<file path="config.mk">
export PLATFORM = sky130hd
export DESIGN_NAME = wb_uart
export DESIGN_NICKNAME = d
export VERILOG_FILES = /design/src/rtl/wb_uart.sv
export SDC_FILE = /design/constraint.sdc
export NUM_CORES = 1
export LEC_CHECK = 0
export BUFFER_PORTS_ARGS = -buffer_cell sky130_fd_sc_hd__buf_2
export CAP_MARGIN = 5
export CORE_MARGIN = 2
export CORE_UTILIZATION = 30
export CTS_CLUSTER_DIAMETER = 40
export DETAILED_ROUTE_END_ITERATION = 8
export PLACE_DENSITY = 0.52
export SYNTH_ARGS = -nofsm -noshare
export SYNTH_HDL_FRONTEND = slang
export SYNTH_SLANG_ARGS = --single-unit
</file>
<file path="constraint.sdc">
create_clock -name clk -period 4.1 [get_ports clk]
set_input_delay 0.82 -clock clk [delete_from_list [all_inputs] [get_ports clk]]
set_output_delay 0.82 -clock clk [all_outputs]
set_load 0.05 [all_outputs]
</file>
<file path="src/rtl/wb_uart.sv">
// wb_uart: Wishbone classic slave UART with an 8N1 transmitter fed by a TX FIFO
// and an optional receiver with a one-byte holding register.
//
// Build option: define WB_UART_RX_EN to include the receiver. Without it,
// i_uart_rx is ignored, STATUS bits 2-4 and DATA reads return 0, and o_irq is 0.
//
// Ports:
//   clk, rst_n         clock, synchronous active-low reset
//   i_wb_cyc/stb/we    Wishbone cycle, strobe, write enable
//   i_wb_sel[3:0]      byte selects (lanes 0-1 used)
//   i_wb_adr[31:0]     address, only [3:2] decoded: 0 DATA, 1 STATUS, 2 DIV, 3 reserved
//   i_wb_dat[31:0]     write data
//   o_wb_dat[31:0]     read data, valid with o_wb_ack
//   o_wb_ack           one-cycle acknowledge, the cycle after each request
//   o_uart_tx          serial out, idle high
//   i_uart_rx          serial in, asynchronous
//   o_irq              rx_valid level
module wb_uart #(
    parameter int TX_FIFO_DEPTH_LOG = 3,
    parameter int DIV_WIDTH         = 16,
    parameter int DEFAULT_DIV       = 867
) (
    input  logic        clk,
    input  logic        rst_n,
    input  logic        i_wb_cyc,
    input  logic        i_wb_stb,
    input  logic        i_wb_we,
    input  logic [3:0]  i_wb_sel,
    input  logic [31:0] i_wb_adr,
    input  logic [31:0] i_wb_dat,
    output logic [31:0] o_wb_dat,
    output logic        o_wb_ack,
    output logic        o_uart_tx,
    input  logic        i_uart_rx,
    output logic        o_irq
);
    localparam int DEPTH = 1 << TX_FIFO_DEPTH_LOG;
    typedef enum logic [1:0] {S_IDLE, S_START, S_DATA, S_STOP} state_e;

    logic                         ack_q;
    logic [31:0]                  dat_q;
    logic                         req, rd, wr;
    logic [1:0]                   adr;
    logic [DIV_WIDTH-1:0]         div_q;
    logic [15:0]                  div_cur, div_wr;
    logic [7:0]                   fifo_q [DEPTH];
    logic [TX_FIFO_DEPTH_LOG-1:0] wp_q, rp_q;
    logic [TX_FIFO_DEPTH_LOG:0]   cnt_q;
    logic                         full, empty, push, pop, tx_empty;
    state_e                       tx_state_q;
    logic [DIV_WIDTH-1:0]         tx_cnt_q;
    logic [2:0]                   tx_bit_q;
    logic [7:0]                   tx_sh_q;
    logic                         tx_q;
    logic                         rx_valid, rx_ovr, rx_ferr;
    logic [7:0]                   rx_byte;
    logic [31:0]                  rdata;
    logic                         unused_ok;

    assign req = i_wb_cyc & i_wb_stb & ~ack_q;
    assign rd  = req & ~i_wb_we;
    assign wr  = req & i_wb_we;
    assign adr = i_wb_adr[3:2];
    assign unused_ok = ^{i_wb_adr[31:4], i_wb_adr[1:0], i_wb_dat[31:16], i_wb_sel[3:2]};

    assign div_cur = 16'(div_q);
    assign div_wr  = {i_wb_sel[1] ? i_wb_dat[15:8] : div_cur[15:8],
                      i_wb_sel[0] ? i_wb_dat[7:0]  : div_cur[7:0]};

    assign full     = cnt_q == (TX_FIFO_DEPTH_LOG+1)'(DEPTH);
    assign empty    = cnt_q == '0;
    // The shifter pops when idle or at the end of a stop bit (back-to-back frames).
    assign pop      = ~empty & (tx_state_q == S_IDLE | (tx_state_q == S_STOP & tx_cnt_q == '0));
    // A pop in the same cycle frees a slot, so a push into a full FIFO is accepted.
    assign push     = wr & adr == 2'd0 & i_wb_sel[0] & (~full | pop);
    assign tx_empty = empty & tx_state_q == S_IDLE;

    assign rdata = adr == 2'd0 ? {24'h0, rx_valid ? rx_byte : 8'h00} :
                   adr == 2'd1 ? {27'h0, rx_ferr, rx_ovr, rx_valid, tx_empty, full} :
                   adr == 2'd2 ? 32'(div_q) : 32'h0;

    assign o_wb_ack  = ack_q;
    assign o_wb_dat  = dat_q;
    assign o_uart_tx = tx_q;
    assign o_irq     = rx_valid;

    always_ff @(posedge clk) begin
        if (!rst_n) begin
            ack_q <= 1'b0;
            dat_q <= '0;
            div_q <= DIV_WIDTH'(DEFAULT_DIV);
        end else begin
            ack_q <= req;
            dat_q <= rd ? rdata : '0;
            if (wr && adr == 2'd2)
                div_q <= div_wr[DIV_WIDTH-1:0];
        end
    end

    always_ff @(posedge clk) begin
        if (push)
            fifo_q[wp_q] <= i_wb_dat[7:0];
    end

    always_ff @(posedge clk) begin
        if (!rst_n) begin
            wp_q  <= '0;
            rp_q  <= '0;
            cnt_q <= '0;
        end else begin
            wp_q  <= wp_q + TX_FIFO_DEPTH_LOG'(push);
            rp_q  <= rp_q + TX_FIFO_DEPTH_LOG'(pop);
            cnt_q <= cnt_q + (TX_FIFO_DEPTH_LOG+1)'(push) - (TX_FIFO_DEPTH_LOG+1)'(pop);
        end
    end

    // Each bit reloads the counter from DIV, so a DIV write lands on the next bit boundary.
    always_ff @(posedge clk) begin
        if (!rst_n) begin
            tx_state_q <= S_IDLE;
            tx_cnt_q   <= '0;
            tx_bit_q   <= '0;
            tx_sh_q    <= '0;
            tx_q       <= 1'b1;
        end else begin
            if (tx_cnt_q != '0)
                tx_cnt_q <= tx_cnt_q - DIV_WIDTH'(1);
            case (tx_state_q)
                S_IDLE: if (pop) begin
                    tx_state_q <= S_START;
                    tx_sh_q    <= fifo_q[rp_q];
                    tx_cnt_q   <= div_q;
                    tx_q       <= 1'b0;
                end
                S_START: if (tx_cnt_q == '0) begin
                    tx_state_q <= S_DATA;
                    tx_bit_q   <= '0;
                    tx_cnt_q   <= div_q;
                    tx_q       <= tx_sh_q[0];
                end
                S_DATA: if (tx_cnt_q == '0) begin
                    tx_cnt_q <= div_q;
                    if (tx_bit_q == 3'd7) begin
                        tx_state_q <= S_STOP;
                        tx_q       <= 1'b1;
                    end else begin
                        tx_bit_q <= tx_bit_q + 3'd1;
                        tx_sh_q  <= tx_sh_q >> 1;
                        tx_q     <= tx_sh_q[1];
                    end
                end
                default: if (tx_cnt_q == '0) begin
                    if (pop) begin
                        tx_state_q <= S_START;
                        tx_sh_q    <= fifo_q[rp_q];
                        tx_cnt_q   <= div_q;
                        tx_q       <= 1'b0;
                    end else begin
                        tx_state_q <= S_IDLE;
                    end
                end
            endcase
        end
    end

`ifdef WB_UART_RX_EN
    state_e               rx_state_q;
    logic                 rx_s1_q, rx_s2_q, rx_s3_q;
    logic [DIV_WIDTH-1:0] rx_cnt_q, rx_half_m1;
    logic [DIV_WIDTH:0]   rx_half;
    logic [2:0]           rx_bit_q;
    logic [7:0]           rx_sh_q, rx_byte_q;
    logic                 rx_valid_q, rx_ovr_q, rx_ferr_q;
    logic                 rd_data, rd_status;

    assign rd_data    = rd & adr == 2'd0;
    assign rd_status  = rd & adr == 2'd1;
    assign rx_half    = ({1'b0, div_q} + (DIV_WIDTH+1)'(1)) >> 1;
    assign rx_half_m1 = rx_half == '0 ? '0 : DIV_WIDTH'(rx_half - (DIV_WIDTH+1)'(1));
    assign rx_valid   = rx_valid_q;
    assign rx_ovr     = rx_ovr_q;
    assign rx_ferr    = rx_ferr_q;
    assign rx_byte    = rx_byte_q;

    // Flag sets are written after the read clears so a new byte wins over a same-cycle read.
    always_ff @(posedge clk) begin
        if (!rst_n) begin
            rx_state_q <= S_IDLE;
            {rx_s1_q, rx_s2_q, rx_s3_q} <= 3'b111;
            rx_cnt_q   <= '0;
            rx_bit_q   <= '0;
            rx_sh_q    <= '0;
            rx_byte_q  <= '0;
            rx_valid_q <= 1'b0;
            rx_ovr_q   <= 1'b0;
            rx_ferr_q  <= 1'b0;
        end else begin
            {rx_s1_q, rx_s2_q, rx_s3_q} <= {i_uart_rx, rx_s1_q, rx_s2_q};
            if (rx_cnt_q != '0)
                rx_cnt_q <= rx_cnt_q - DIV_WIDTH'(1);
            if (rd_data)
                rx_valid_q <= 1'b0;
            if (rd_status) begin
                rx_ovr_q  <= 1'b0;
                rx_ferr_q <= 1'b0;
            end
            case (rx_state_q)
                S_IDLE: if (rx_s3_q && !rx_s2_q) begin
                    rx_state_q <= S_START;
                    rx_cnt_q   <= rx_half_m1;
                end
                S_START: if (rx_cnt_q == '0) begin
                    rx_state_q <= rx_s2_q ? S_IDLE : S_DATA;
                    rx_cnt_q   <= div_q;
                    rx_bit_q   <= '0;
                end
                S_DATA: if (rx_cnt_q == '0) begin
                    rx_sh_q    <= {rx_s2_q, rx_sh_q[7:1]};
                    rx_cnt_q   <= div_q;
                    rx_bit_q   <= rx_bit_q + 3'd1;
                    rx_state_q <= rx_bit_q == 3'd7 ? S_STOP : S_DATA;
                end
                default: if (rx_cnt_q == '0) begin
                    rx_state_q <= S_IDLE;
                    if (rx_s2_q) begin
                        rx_byte_q  <= rx_sh_q;
                        rx_valid_q <= 1'b1;
                        if (rx_valid_q && !rd_data)
                            rx_ovr_q <= 1'b1;
                    end else begin
                        rx_ferr_q <= 1'b1;
                    end
                end
            endcase
        end
    end
`else
    logic unused_rx;
    assign unused_rx = i_uart_rx;
    assign rx_valid  = 1'b0;
    assign rx_ovr    = 1'b0;
    assign rx_ferr   = 1'b0;
    assign rx_byte   = 8'h00;
`endif
endmodule

</file>
Yosys cells after proc, flatten, opt, wreduce, memory -nomap -nowiden --
Memory sizes are Yosys's and may differ from the RTL's. A register that Yosys moved wholly into a read port is not among the register bits. Cells that the tools add are included.
Storage, ports and cells: memory bits (writable) 64, output and inout bits 35, memories kept 1, logic and storage cells 103, bits of input ports 74, register bits 89
Memory list:
- fifo_q | depth 8, bits a word 8, rd ports 1, clocked after memory_dff 1, wr ports 1, RTL line 46 | logic [7:0] fifo_q [DEPTH];
Operators by class: bitwise logic cells 20, multiplexer cells 32, equal/unequal tests 12, reductions and logical operators 18, add/sub/neg operators 6
Operator list (count):
- 16-bit 2-to-1 mux | 4
- 8-bit 2-to-1 mux | 4
- 16-bit case mux with 2 select lines | 1
- 8-bit case mux with 3 select lines | 1
- 16-bit logical NOT | 1
- 16-bit nonzero test | 1
- 16-bit by 1-bit subtractor with 16-bit output, second input constant | 1
- 2-bit 2-to-1 mux | 7
- 3-bit 2-to-1 mux | 4
- 1-bit AND | 10
- 2-bit inequality test, second input constant | 5
- 1-bit 2-to-1 mux | 8
- 1-bit inverter | 8
- 4-bit AND reduction | 2
- 3-bit by 1-bit adder with 3-bit output | 2
- 2-bit == test, second input constant | 3
- 2-bit case mux with 3 select lines | 1
- 3-bit case mux with 2 select lines | 1
- 5-bit AND reduction | 1
- 5-bit OR reduction | 1
- 4-bit by 1-bit adder with 4-bit output | 1
- 2-bit by 1-bit == test with 1-bit output, second input constant | 2
- 4-bit == test, second input constant | 1
- 2-bit logical NOT | 2
- 13 further kinds | 16

Longest topological paths before layout --
depth in word-level cells 8, gate-level depth with buffers 13, depth with buffers taken out 12

Worst setup path after synthesis --
OpenSTA, ideal clock, no wires.
path type register -> register, start point register tx_cnt_q[0], end point memory fifo_q[4][0], enable pin, cell stages (with the launch flop) 8, slack 1085 ps, clock period less this slack 3015 ps, data arrival time 2617 ps, library setup time 398 ps, path through dfxtp_1 -> inv_1 -> ha_1 -> nor2b_1 -> nand3_2 -> o41ai_4 -> o21ai_2 -> nor4b_1
Between the ends: cells in the longest elaborated chain, start to end 8
RTL lines:
- start, declared | RTL line 51 | logic [DIV_WIDTH-1:0] tx_cnt_q;
- start signal, assigned | RTL line 127 | tx_cnt_q <= tx_cnt_q - DIV_WIDTH'(1);
- start signal, assigned | RTL line 132 | tx_cnt_q <= div_q;
- start signal, assigned | RTL line 138 | tx_cnt_q <= div_q;
- 16-bit logical NOT | RTL line 73 | assign pop = ~empty & (tx_state_q == S_IDLE | (tx_state_q == S_STOP & tx_cnt_q == '0));
- 1-bit AND | RTL line 73
- 1-bit bitwise OR | RTL line 73
- 1-bit AND | RTL line 73
- 1-bit bitwise OR | RTL line 75 | assign push = wr & adr == 2'd0 & i_wb_sel[0] & (~full | pop);
- 1-bit AND | RTL line 75
- 1-bit 2-to-1 mux | RTL line 101 | if (push)
- 1-bit 2-to-1 mux (implied by the code) | RTL line 102 | fifo_q[wp_q] <= i_wb_dat[7:0];
- end, declared | RTL line 46
No other way between the ends.

Worst setup path after layout --
start point register tx_state_q[0], end point memory fifo_q[7][7], enable pin
Between the ends: cells in the longest elaborated chain, start to end 8, elaborated cells on any way between the ends 9, those cells by class eq/ne (1); mux (2); bitwise (5); reduce/logical (1)
RTL lines:
- start, declared | RTL line 50 | state_e tx_state_q;
- start signal, assigned | RTL line 120 | tx_state_q <= S_IDLE;
- start signal, assigned | RTL line 130 | tx_state_q <= S_START;
- start signal, assigned | RTL line 136 | tx_state_q <= S_DATA;
- 2-bit == test | RTL line 73
- 1-bit AND | RTL line 73
- 1-bit bitwise OR (*) | RTL line 73
- 1-bit AND (*) | RTL line 73
- 1-bit bitwise OR (*) | RTL line 75
- 1-bit AND (*) | RTL line 75
- 1-bit 2-to-1 mux (*) | RTL line 101
- 1-bit 2-to-1 mux (implied by the code) (*) | RTL line 102
Every way passes the cells marked *; elsewhere a longest branch is shown, timed or not.

==> summary.txt <==
Drt
  – Top layer in use: met4
  – First-iteration detailed-routing DRC count: about 360
  – First-pass iteration count of the detailed router: 5
  – WL/cell: 16.3 um
  – WL met3: between 500 and 600 um
  – Vias post-DR: ~4400
  – Wl on met1: 6.36 mm
  – Drt drc: 0
  – Post-Route WL: around 14 mm
  – WL met2: between 7 and 8 mm
  – Drt via density: about 5.0
  – Number of nets still failing antenna checks after routing: 0

Synth
  – Syn Inst Count: around 550
  – Synth cell types: between 70 and 80
  – YS warnings: 0
  – Leading post-synthesis cells by cell area: edfxtp_1, dfxtp_1, mux4_2, mux2i_1, ha_1
  – Synthesized cell area: 6370 um^2
  – Post-synthesis async set-or-reset flop share: 0%
  – Area leader, netlist: edfxtp_1
  – EDFF count, synth: 64
  – Sequential fraction of the synthesis area: a little over half
  – Count leader, synth: dfxtp_1
  – Ys flop type: dfxtp_1
  – Post-synth top area share: between 30 and 40%
  – Flop and latch count out of synthesis: roughly 140
  – Synth cell count leaders: dfxtp_1, edfxtp_1, nand2_1, nor2_1
  – Average size of a mapped cell: 11.7 um^2

Setup path
  – Worst path bufs/invs: 1
  – Crit path required time: around 4.1 ns
  – Crit-path cells: ha_1 > inv_1 > o41ai_4 > o21ai_2 > nor2_1
  – Slowest cell on crit path: nor2_1
  – CP delay by family, top: compound AO/OA/AOI/OAI gates
  – Worst setup path category: reg -> reg
  – CP Launch Type: flop
  – Flop-to-flop setup slack: a little over 0.9 ns
  – Endpoint class of the critical path: flop
  – Crit path DAT: approximately 3.2 ns
  – Start of the worst register-to-register path: tx_state_q[0]$_SDFFE_PN0P_
  – Slowest stage delay, CP: between 0.6 and 0.7 ns
  – R2r worst-path depth: 5
  – Peak fanout along the critical path: 16
  – Reg-to-Reg End: fifo_q[7][7]$_DFFE_PP_

STA
  – Max Clock Skew: 0.00777 ns
  – Post-layout min period: roughly 3.2 ns
  – TNS Setup: 0 ns
  – Slew headroom: roughly 40%
  – Hold Vio Cnt, Final: 0
  – Final-report max-slew violation count: 0
  – RSZ-0062 raised after global routing: false
  – Slew @ Worst Pin: roughly 0.89 ns
  – Final setup fails: 0
  – Tcrit/Tclk final: 77.8%
  – Max frequency: roughly 310 MHz

Outcome
  – Status: completed

Floorplanning
  – Top Ports: between 100 and 150
  – Die Width: 150 um
  – Chip Height: about 150 um
  – Rows: 53
  – Initial Utilization: 30.4%
  – Die area: between 20000 and 25000 um^2
  – Core area: ~21000 um^2

Global route
  – Vias in the first global route: roughly 4300
  – Initial antenna violation count: 0
  – First-pass GRT wire length: around 23 mm
  – Pin count of the biggest net entering global routing: 47
  – GRT Total Usage: a little over an eighth
  – GRT overflow: 0

Cells and area
  – Layout Cells excl Fill: 873
  – Util after Layout: a little over a third
  – Number of diodes: 0
  – Final nets: approximately 680
  – Reg area: ~3400 um^2
  – Area of the multi-input gates: roughly 2700 um^2
  – Fillers: roughly 2100
  – Area Growth Syn to Fin: 16.0%
  – Share of cells above drive strength 1: a little under a fifth

Clocking
  – Setup bufs post-CTS: 0
  – Clock slew at reported path FFs: about 0.060 ns
  – Clock latency on the worst-skew pair: 0.42 ns
  – CTS tree: built
  – Num CTS Buffers: 17
  – H-tree Lvls: 4
  – Clock root buffer: clkbuf_16
  – Clock Path Buffers: 2
  – Clock sinks: 137
  – Hold-fix buffers, CTS: 0
  – Cts repair resizes: 0

Hold path
  – Worst Hold Class: reg -> reg
  – Hold Path End: o_wb_ack$_SDFF_PN0_
  – Hold depth: 1
  – Hold path start: o_wb_ack$_SDFF_PN0_

Power and ir drop
  – Pleak: between 2 and 3 nW
  – VDD IR max: 326 uV
  – Combinational share of power: 35.2%
  – Seq pwr share: around 35%
  – Internal: 0.00324 W
  – Sw Ratio: 35.8%
  – Pwr per Cell Area: ~680 nW/um^2
  – NetSw: 0.00181 W
  – Clock power share: a little under a third

Placement
  – DP HPWL: ~10 mm
  – Port Buf Inserts: 42
  – GP Congestion: 0.816
  – # placed instances: around 840

Run
  – Max cap viols: 0
-- kinds of logic (layout without fill, tap and decap cells) --
kind of cell             Yosys count  after routing  share of synthesized area [%]
flip-flops                       137            137                           53.1
AND/OR/NAND/NOR                  160            160                           14.0
buffers and inverters             68            105                           5.26
other                              1             17                         0.0589
adder cells (fa/ha/maj)           17             17                           3.46
XOR/XNOR                           9              9                           1.24
AO/OA/AOI/OAI                    112            112                           13.3
multiplexers                      41             41                           9.62
-- through the flow --
step	instance area [um^2]	setup WS, ns	hold WS [ns]	power (W)
5_1_grt	7390	0.692	0.489	0.00534
3_3_place_gp	6810	0.946	0.446	0.00350
6_report	7390	0.912	0.460	0.00505
4_1_cts	7390	0.859	0.466	0.00509
2_1_floorplan	6430	1.09	0.430	0.00316
3_5_place_dp	6810	0.846	0.452	0.00354
-- layout by cell type (no fill, tap or decap), types with 3 or more instances in the layout --
| cell type | netlist | layout |
|---|---|---|
| ha_1 | 16 | 16 |
| mux2i_1 | 23 | 23 |
| nor4_1 | 3 | 3 |
| nor2b_1 | 12 | 12 |
| a211oi_1 | 9 | 9 |
| o21a_1 | 6 | 6 |
| o21ai_0 | 23 | 23 |
| edfxtp_1 | 64 | 64 |
| nand2b_1 | 4 | 4 |
| buf_4 | 18 | 11 |
| clkinv_2 | 0 | 4 |
| o2bb2ai_1 | 3 | 3 |
| bufinv_16 | 0 | 3 |
| nand2_1 | 32 | 32 |
| nor4b_1 | 3 | 3 |
| clkbuf_16 | 0 | 17 |
| a21oi_1 | 14 | 14 |
| nand4_1 | 4 | 4 |
| o211ai_1 | 13 | 13 |
| nor3b_1 | 8 | 8 |
| buf_2 | 4 | 42 |
| a22oi_1 | 3 | 3 |
| o41ai_1 | 9 | 9 |
| xor2_1 | 3 | 3 |
| nand3_1 | 10 | 10 |
| a31oi_1 | 4 | 4 |
| nor3_1 | 13 | 13 |
| xnor2_1 | 6 | 6 |
| and2_1 | 23 | 23 |
| mux4_2 | 16 | 16 |
| nor2_1 | 32 | 32 |
| dfxtp_1 | 73 | 73 |
| inv_1 | 20 | 20 |
| conb_1 | 1 | 17 |
-- per-layer routing --
layer,vias to the layer above,GRT usage (%)
met3,11,3.08
met1,2169,16.4
met2,102,22.9
li1,2087,-
met5,-,0
met4,0,4.58
-- how the worst max path moves through the flow --
stage,depth (start not counted),start,slack (ns),endpoint
4_1_cts,5,tx_state_q[0]$_SDFFE_PN0P_,0.86,fifo_q[3][7]$_DFFE_PP_
3_3_place_gp,5,tx_state_q[0]$_SDFFE_PN0P_,0.95,fifo_q[7][6]$_DFFE_PP_
5_1_grt,5,tx_state_q[0]$_SDFFE_PN0P_,0.69,fifo_q[3][7]$_DFFE_PP_
2_1_floorplan,7,tx_cnt_q[0]$_SDFF_PN0_,1.09,fifo_q[4][0]$_DFFE_PP_
3_5_place_dp,5,tx_state_q[0]$_SDFFE_PN0P_,0.85,fifo_q[7][6]$_DFFE_PP_
6_report,5,tx_state_q[0]$_SDFFE_PN0P_,0.91,fifo_q[7][7]$_DFFE_PP_
-- state kept, by name, summed over array words and instances (netlist names) --
register    flops
fifo_q         64
cnt_q           4
div_cur        16
tx_sh_q         8
o_wb_ack        1
tx_state_q      2
wp_q            3
tx_cnt_q       16
o_wb_dat       16
rp_q            3
tx_bit_q        3
o_uart_tx       1
-- power groups by stage --
stage	Clock (W)	Combinational [W]	Sequential (W)
6_report	0.00153	0.00178	0.00175
5_1_grt	0.00162	0.00196	0.00177
4_1_cts	0.00156	0.00178	0.00175
3_5_place_dp	0	0.00177	0.00177
3_3_place_gp	0	0.00173	0.00176
2_1_floorplan	0	0.00145	0.00171
-- cell type report --
| type | count | area share, % |
|---|---|---|
| Clock buffer | 19 | 5.86 |
| Clock inverter | 13 | 2.05 |
| Inverter | 20 | 1.02 |
| Multi-Input combinational cell | 356 | 36.7 |
| Sequential cell | 137 | 45.8 |
| Tap cell | 275 | 4.66 |
| Timing Repair Buffer | 53 | 3.96 |
No activity file was read; power rests on OpenSTA's default activity.
